## config.mk

```make
export PLATFORM = sky130hd
export DESIGN_NAME = udma_uart_rx_poller
export DESIGN_NICKNAME = d
export VERILOG_FILES = /design/src/rtl/udma_uart_rx_poller.sv
export SDC_FILE = /design/constraint.sdc
export NUM_CORES = 1
export LEC_CHECK = 0
export ABC_CLOCK_PERIOD_IN_PS = 3350
export CAP_MARGIN = 25
export CORE_MARGIN = 5
export CORE_UTILIZATION = 49
export CTS_CLUSTER_DIAMETER = 150
export DETAILED_ROUTE_END_ITERATION = 16
export MAX_ROUTING_LAYER = met4
export PLACE_DENSITY = 0.8
export REMOVE_ABC_BUFFERS = 1
export SETUP_SLACK_MARGIN = 0.15
export SYNTH_ARGS = -nofsm -noshare
export SYNTH_HDL_FRONTEND = slang
export SYNTH_SLANG_ARGS = --single-unit
```

## constraint.sdc

```tcl
create_clock -name clk_i -period 3.35 [get_ports clk_i]
set_input_delay 0.5025 -clock clk_i [delete_from_list [all_inputs] [get_ports clk_i]]
set_output_delay 0.5025 -clock clk_i [all_outputs]
set_load 0.02 [all_outputs]
```

## src/rtl/udma_uart_rx_poller.sv

```systemverilog
// UART cfg-port initiator: enables RX polling, polls VALID/DATA and periodically
// ERROR, and buffers received bytes in a small valid/ready FIFO.
module udma_uart_rx_poller #(
  parameter int FIFO_DEPTH      = 4,
  parameter int ERR_POLL_PERIOD = 16
) (
  input  logic                        clk_i,
  input  logic                        rstn_i,
  input  logic                        start_i,
  input  logic                        stop_i,
  input  logic [31:0]                 setup_i,
  output logic                        busy_o,
  output logic [31:0]                 cfg_data_o,
  output logic [4:0]                  cfg_addr_o,
  output logic                        cfg_valid_o,
  output logic                        cfg_rwn_o,
  input  logic [31:0]                 cfg_data_i,
  input  logic                        cfg_ready_i,
  output logic [7:0]                  rx_data_o,
  output logic                        rx_valid_o,
  input  logic                        rx_ready_i,
  output logic [$clog2(FIFO_DEPTH):0] fifo_level_o,
  output logic                        err_parity_o,
  output logic                        err_overflow_o,
  input  logic                        err_clr_i
);
  localparam int PTR_W = $clog2(FIFO_DEPTH);
  localparam int LVL_W = PTR_W + 1;
  localparam int CNT_W = $clog2(ERR_POLL_PERIOD) + 1;
  localparam logic [LVL_W-1:0] LVL_FULL = LVL_W'(FIFO_DEPTH);
  localparam logic [CNT_W-1:0] CNT_LAST = CNT_W'(ERR_POLL_PERIOD - 1);
  localparam logic [4:0]  ADDR_SETUP = 5'h09;
  localparam logic [4:0]  ADDR_ERROR = 5'h0A;
  localparam logic [4:0]  ADDR_VALID = 5'h0C;
  localparam logic [4:0]  ADDR_DATA  = 5'h0D;
  localparam logic [31:0] SETUP_RX_EN   = 32'h0000_0200;
  localparam logic [31:0] SETUP_POLL_EN = 32'h0000_0010;

  typedef enum logic [2:0] {
    ST_IDLE    = 3'd0,
    ST_CFG_WR  = 3'd1,
    ST_POLL    = 3'd2,
    ST_DATA    = 3'd3,
    ST_ERR     = 3'd4,
    ST_STOP_WR = 3'd5
  } state_e;

  state_e           state_q, state_d;
  logic [31:0]      setup_q, setup_d;
  logic             stop_pend_q, stop_pend_d;
  logic [CNT_W-1:0] err_cnt_q, err_cnt_d;
  logic [31:0]      cfg_data_q, cfg_data_d;
  logic [4:0]       cfg_addr_q, cfg_addr_d;
  logic             cfg_valid_q, cfg_valid_d;
  logic             cfg_rwn_q, cfg_rwn_d;
  logic             done_s, stop_s, push_s, pop_s, full_s;
  logic [1:0]       err_set_s;
  logic [7:0]       mem_q [FIFO_DEPTH];
  logic [PTR_W-1:0] wr_ptr_q, rd_ptr_q;
  logic [LVL_W-1:0] level_q, level_d;
  logic             rx_valid_q;
  logic             err_par_q, err_par_d, err_ovf_q, err_ovf_d;
  logic             unused_data_s;

  assign done_s        = cfg_valid_q & cfg_ready_i;
  assign stop_s        = stop_pend_q | stop_i;
  assign full_s        = (level_q == LVL_FULL);
  assign pop_s         = rx_ready_i & (level_q != {LVL_W{1'b0}});
  assign unused_data_s = ^cfg_data_i[31:8];

  // Next-state decision, taken only on handshake completion
  always_comb begin
    state_d     = state_q;
    setup_d     = setup_q;
    err_cnt_d   = err_cnt_q;
    push_s      = 1'b0;
    err_set_s   = 2'b00;
    case (state_q)
      ST_IDLE: begin
        if (start_i) begin
          setup_d   = setup_i;
          err_cnt_d = {CNT_W{1'b0}};
          state_d   = ST_CFG_WR;
        end else begin
          state_d = ST_IDLE;
        end
      end
      ST_CFG_WR: begin
        if (done_s) state_d = ST_POLL;
        else        state_d = ST_CFG_WR;
      end
      ST_POLL: begin
        if (done_s) begin
          if (stop_s) begin
            err_cnt_d = err_cnt_q + CNT_W'(1);
            state_d   = ST_STOP_WR;
          end else if (err_cnt_q == CNT_LAST) begin
            err_cnt_d = {CNT_W{1'b0}};
            state_d   = ST_ERR;
          end else begin
            err_cnt_d = err_cnt_q + CNT_W'(1);
            // A full FIFO leaves the byte in the UART to be re-polled
            if (cfg_data_i[0] && !full_s) state_d = ST_DATA;
            else                          state_d = ST_POLL;
          end
        end else begin
          state_d = ST_POLL;
        end
      end
      ST_DATA: begin
        if (done_s) begin
          push_s  = ~full_s;
          state_d = stop_s ? ST_STOP_WR : ST_POLL;
        end else begin
          state_d = ST_DATA;
        end
      end
      ST_ERR: begin
        if (done_s) begin
          err_set_s = cfg_data_i[1:0];
          state_d   = stop_s ? ST_STOP_WR : ST_POLL;
        end else begin
          state_d = ST_ERR;
        end
      end
      ST_STOP_WR: begin
        if (done_s) state_d = ST_IDLE;
        else        state_d = ST_STOP_WR;
      end
      default: state_d = ST_IDLE;
    endcase

    if (state_d == ST_IDLE)                stop_pend_d = 1'b0;
    else if (stop_i && state_q != ST_IDLE) stop_pend_d = 1'b1;
    else                                   stop_pend_d = stop_pend_q;
  end

  // Bus request decoded from the upcoming state so every cfg output is a flop
  always_comb begin
    cfg_valid_d = (state_d != ST_IDLE);
    cfg_rwn_d   = 1'b0;
    cfg_addr_d  = 5'h00;
    cfg_data_d  = 32'h0000_0000;
    case (state_d)
      ST_CFG_WR: begin
        cfg_addr_d = ADDR_SETUP;
        cfg_data_d = setup_d | SETUP_RX_EN | SETUP_POLL_EN;
      end
      ST_POLL:  begin cfg_addr_d = ADDR_VALID; cfg_rwn_d = 1'b1; end
      ST_DATA:  begin cfg_addr_d = ADDR_DATA;  cfg_rwn_d = 1'b1; end
      ST_ERR:   begin cfg_addr_d = ADDR_ERROR; cfg_rwn_d = 1'b1; end
      ST_STOP_WR: begin
        cfg_addr_d = ADDR_SETUP;
        cfg_data_d = setup_d & ~SETUP_POLL_EN;
      end
      default: cfg_valid_d = 1'b0;
    endcase
  end

  // FIFO occupancy and sticky error next values; an ERR set beats a clear
  always_comb begin
    case ({push_s, pop_s})
      2'b10:   level_d = level_q + LVL_W'(1);
      2'b01:   level_d = level_q - LVL_W'(1);
      default: level_d = level_q;
    endcase
    err_par_d = (err_clr_i ? 1'b0 : err_par_q) | err_set_s[1];
    err_ovf_d = (err_clr_i ? 1'b0 : err_ovf_q) | err_set_s[0];
  end

  // Control and bus-output registers
  always_ff @(posedge clk_i or negedge rstn_i) begin
    if (!rstn_i) begin
      state_q     <= ST_IDLE;
      setup_q     <= 32'h0000_0000;
      stop_pend_q <= 1'b0;
      err_cnt_q   <= {CNT_W{1'b0}};
      cfg_valid_q <= 1'b0;
      cfg_rwn_q   <= 1'b0;
      cfg_addr_q  <= 5'h00;
      cfg_data_q  <= 32'h0000_0000;
      err_par_q   <= 1'b0;
      err_ovf_q   <= 1'b0;
    end else begin
      state_q     <= state_d;
      setup_q     <= setup_d;
      stop_pend_q <= stop_pend_d;
      err_cnt_q   <= err_cnt_d;
      cfg_valid_q <= cfg_valid_d;
      cfg_rwn_q   <= cfg_rwn_d;
      cfg_addr_q  <= cfg_addr_d;
      cfg_data_q  <= cfg_data_d;
      err_par_q   <= err_par_d;
      err_ovf_q   <= err_ovf_d;
    end
  end

  // FIFO storage and pointers; reset discards contents
  always_ff @(posedge clk_i or negedge rstn_i) begin
    if (!rstn_i) begin
      for (int i = 0; i < FIFO_DEPTH; i++) mem_q[i] <= 8'h00;
      wr_ptr_q   <= {PTR_W{1'b0}};
      rd_ptr_q   <= {PTR_W{1'b0}};
      level_q    <= {LVL_W{1'b0}};
      rx_valid_q <= 1'b0;
    end else begin
      if (push_s) begin
        mem_q[wr_ptr_q] <= cfg_data_i[7:0];
        wr_ptr_q        <= wr_ptr_q + PTR_W'(1);
      end
      if (pop_s) rd_ptr_q <= rd_ptr_q + PTR_W'(1);
      level_q    <= level_d;
      rx_valid_q <= (level_d != {LVL_W{1'b0}});
    end
  end

  // busy and cfg_valid share one flop: both mean "not idle"
  assign busy_o         = cfg_valid_q;
  assign cfg_valid_o    = cfg_valid_q;
  assign cfg_rwn_o      = cfg_rwn_q;
  assign cfg_addr_o     = cfg_addr_q;
  assign cfg_data_o     = cfg_data_q;
  assign rx_data_o      = mem_q[rd_ptr_q];
  assign rx_valid_o     = rx_valid_q;
  assign fifo_level_o   = level_q;
  assign err_parity_o   = err_par_q;
  assign err_overflow_o = err_ovf_q;

endmodule

```

# Word level (Yosys, flattened, before mapping)
# Cells that the tools add are included.
# classes
add_sub_neg,5
magnitude_cmp,3
eq_ne,16
mux,37
bitwise,8
reduce_logical,17
# op_table
cell,count
$mux 32,2
$pmux 32 s2,1
$bwmux 32,1
$mux 8,3
$mux 3,7
$mux 5,4
$pmux 3 s6,1
$bmux 8 s2,1
$demux 8 s2,1
$pmux 4 s4,1
$eq 3x3->1 const B,5
$eq 3x2->1 const B,4
$reduce_bool 3->1,4
$mux 1,10
$pmux 5 s2,1
$eq 3x1->1 const B,2
$ge 3x3->1 const B,2
$logic_not 3->1,2
$mux 2,3
$not 2->3,2
$pmux 3 s2,1
$add 5x1->5 const B,1
$eq 5x4->1 const B,1
$reduce_or 5->1,1
17 further kinds,25
# word_totals
reg_bits,122
wordCells,105

# Longest topological paths before layout
# Gate-level depths: netlist of run 1.
# logic_depth
depth_word,11
ltp_mapped,12
depth_no_buf,10

# Worst setup path before layout of run 1
# Ideal clock, no wire load.
# synth_timing
kind,reg-to-reg
startpoint,register level_q[0] (netlist: fifo_level_o[0])
endpoint,register rx_valid_q (netlist: rx_valid_o)
arrival_time_ns,2.519
slack_ns,0.700
stages_incl_launch_ff,12
n_path_buf,1
path_cell_list,dfrtp_1 -> or3b_1 -> and4_1 -> buf_4 -> inv_1 -> ha_1 -> inv_1 -> fa_1 -> xor2_1 -> nor2_1 -> xor2_1 -> or3_1
# synth_between
elab_chain_len,7
# synth_rtl
item,line,source
"start, declared",60,"logic [LVL_W-1:0] level_q, level_d;"
"start signal, assigned",204,level_q <= {LVL_W{1'b0}};
"start signal, assigned",212,level_q <= level_d;
$eq 3x3->1,67,assign full_s = (level_q == LVL_FULL);
$not 1->1,112,push_s = ~full_s;
$mux 1,111,if (done_s) begin
$mux 1,78,case (state_q)
$eq 2x1->1 / $eq 2x2->1 (equally long branches),162,"case ({push_s, pop_s})"
$pmux 3 s2 *,162,
named net level_d[2],60,
$reduce_bool 3->1 *,213,rx_valid_q <= (level_d != {LVL_W{1'b0}});
"end signal, assigned",213,
"end, declared",61,logic rx_valid_q;
# The timed path passes the listed nets; every way through them passes the cells marked *.
# A chain may end at the register's enable or synchronous reset.

# Worst setup path in the final report of run 1
# layout_timing
startpoint,register rd_ptr_q[0]
endpoint,output port rx_data_o[6]
# layout_between
elab_chain_len,4
# layout_rtl
item,line,source
"start, declared",59,"logic [PTR_W-1:0] wr_ptr_q, rd_ptr_q;"
"start signal, assigned",203,rd_ptr_q <= {PTR_W{1'b0}};
"start signal, assigned",211,if (pop_s) rd_ptr_q <= rd_ptr_q + PTR_W'(1);
$not 2->3 (implied by the code),223,assign rx_data_o = mem_q[rd_ptr_q];
$bmux 8 s2,223,
$mux 8 (implied by the code) (2 in series),223,
"end, declared",19,"output logic [7:0] rx_data_o,"
# No other way between the ends. The select of a mux whose other input is x is not followed.

==> metrics, run 1 <==
Synth Warn # 0; share of the synthesized area in the top cell type 59.55%; H-tree lvl count 4; Vias/cell 5.136; DP Area 6092 sq um; crit-path max cell delay 700 ps; Final Hold Vio Count 0; commonest non-fill, non-tap cell in the layout dfrtp_1; die width 111.4 microns; PD cells 1020 nW/um^2; fin. max-slew vios 0; # IOs 125; Synth Cell Area 5042 sq um; Max Cap Viol 0; Skew-Pair Late Insertion Delay 500 ps; post-DP HPWL 6.836 mm; GR peak layer met2; final setup violation count 0; Finished Cell Area 6664 sq um; Synth area leaders dfrtp_1, mux2_4, mux2_2; Overall Global Routing Usage 18.37%; Worst EP required 2850 ps; CTS Root Cell clkbuf_8; status finished clean; layout cell share with drive strength beyond 1 23.79%; reg2reg end rx_valid_o$_DFF_PN0_; crit start category flop; initial DRC count 90; routability cong. 0.8434; Worst-Margin Slew 663.4 ps; mean post-synth cell area 14.92 sq um; cts bufs inserted 17; Setup Crit Path Kind reg -> out; CP startpoint rd_ptr_q[0]$_DFFE_PN0P_; Clock Skew 9.748 ps; Synth Flop Type dfrtp_1; Ant. Diodes 0; R2R depth 10; Post-route DRC 0; # resized after CTS 0; IO Port Bufs 98; first-pass GRT wire length 17.53 mm; worst setup path end rx_data_o[6]; met2 Resource Use GR 27.62%; crit-path max FO 10; number of synthesized flops with an enable pin 0; Post-Synthesis Cells 338; core area 10,180 sq um; Final Net Count 520; Site Rows 37; Slew Limit Headroom 55.78%; initial core utilization 49.51%; largest net degree at the start of global routing 48; met3 global-route usage 9.076%; Hold Path Class in -> async; asr flop ratio synth 100.0%; Worst IR Drop VDD 533.0 uV; initial antenna violation count 0; met1 Usage GRT 22.03%; router iterations before antenna repair 4; clk sink count 120; Setup TNS 0 ps; GRT Residual Overflow 0; period utilisation layout 85.31%; Post-CTS Setup Inserts 0; cells along the critical path mux4_2, clkdlybuf4s50_1; RSZ-0062 raised after global routing no; CP max-delay cell dfrtp_1; Antenna Nets Post-Route 0; Worst setup EP type primary output; Period minus WS final 2858 ps; Max clock buf depth 2; clk slew on worst S/H paths 50 ps; Die Ht 111.4 microns; P_leak 3.097 nW; post-synthesis sequential area ratio 59.55%; Yosys top cell by area dfrtp_1; TritonCTS clock tree done; reg-to-reg setup timing slack 790 ps; routed len/inst 17.50 microns; Area Overhead vs Synth 32.16%; total number of vias 3,030; Seq cells post-synth 120; Fmax 0.3499 GHz; Hold Buf Count CTS 0; worst r2r src fifo_level_o[0]$_DFF_PN0_; vias in the first global route 3,419; WP data arrival 2360 ps; commonest non-fill, non-tap cells in the layout dfrtp_1, clkdlybuf4s50_1, and3_1; Die ar. 12,420 sq um; Yosys cell types 51; Post-Route WL 10.33 mm
-- layer usage --
metal / share of wire (%) / wire, microns / up-vias
li1: - / - / 1408
met1: 44 / 4499 / 1526
met2: 47 / 4838 / 90
met3: 8.9 / 921 / 6
met4: 0.65 / 67 / 0
met5: 0 / 0 / -
-- how the worst min path moves through the flow --
stage	start	endpoint	cells past startpoint
6_report	rstn_i	mem_q[11]$_DFFE_PN0P_	1
5_1_grt	rstn_i	mem_q[30]$_DFFE_PN0P_	1
4_1_cts	rstn_i	mem_q[11]$_DFFE_PN0P_	1
3_5_place_dp	setup_q[11]$_DFF_PN0_	setup_q[11]$_DFF_PN0_	1
3_3_place_gp	mem_q[11]$_DFFE_PN0P_	mem_q[11]$_DFFE_PN0P_	1
2_1_floorplan	rstn_i	busy_o$_DFF_PN0_	0
-- where the power goes --
group / internal [mW] / switching [mW]
combinational: 1.41 / 1.21
sequential: 2.09 / 0.357
clock: 1.13 / 0.597
total: 4.63 / 2.17
-- cells in the mapped netlist (all sizes together), types with 2 or more instances --
| cell | number |
|---|---|
| o22ai | 3 |
| mux2 | 63 |
| inv | 17 |
| o21ai | 8 |
| buf | 15 |
| a31oi | 3 |
| or3b | 2 |
| clkbuf | 2 |
| nand3 | 5 |
| nor2 | 5 |
| a31o | 2 |
| dfrtp | 120 |
| a22o | 2 |
| a21oi | 3 |
| ha | 6 |
| xor2 | 3 |
| and3 | 30 |
| nor2b | 3 |
| nand2 | 10 |
| xnor2 | 3 |
| mux4 | 8 |
| or3 | 4 |
| mux2i | 2 |
-- critical path: cells and delay by family (launching register included) --
family                 cells  cell delay, ps
buffers and inverters      1             560
DFF                        1             700
muxes                      1             600
-- sequential cells by signal, summed over array words and instances (netlist names) --
signal and count:
cfg_addr_o 4, err_overflow_o 1, err_cnt_q 5, fifo_level_o 3, setup_q 31, cfg_rwn_o 1, err_parity_o 1, cfg_data_o 32
state_q 3, stop_pend_q 1, rd_ptr_q 2, wr_ptr_q 2, busy_o 1, rx_valid_o 1, mem_q 32
-- area by class of cell --
class / instances / area (sq um)
repair buffers: 102 / 1021
inverters: 17 / 66.31
well taps: 136 / 170.2
multi-input cells: 184 / 1832
fillers: 749 / 3521
clock inverters: 8 / 95.09
clock buffers: 23 / 476.7
flip-flops and latches: 120 / 3003
-- stage by stage --
step | hold WS (ps) | total power [mW] | worst slack (ps) | instances | util, %
after floorplan | 206.9 | 4.074 | 395.3 | 321 | -
after global placement | 470.2 | 4.994 | 528.9 | 559 | 59.82
after detailed placement | 475.0 | 5.112 | 467.4 | 559 | 59.82
after CTS | 8.572 | 6.890 | 420.4 | 590 | 65.43
after global routing | 37.04 | 7.227 | 368.3 | 590 | 65.43
final | 5.766 | 6.797 | 492.1 | 590 | 65.43
-- logic make-up (layout without fill, tap and decap cells) --
logic type	count (synthesis)	after routing	synth area share [%]
AOI/OAI and AO/OA	30	30	4.492
xor gates and xnor gates	6	6	1.042
adders and majority gates	7	7	1.886
buffers and inverters	34	150	4.119
DFF	120	120	59.55
muxes	73	73	20.05
other	1	1	0.07437
and+or+nand+nor	67	67	8.784
No activity file was read; power rests on OpenSTA's default activity.
==> run 2: changes to the inputs <==
- GPL_ROUTABILITY_DRIVEN: unset -> 0
==> results of run 2 <==
Same layout as run 1: the final DEF is identical, and so are final timing and power.
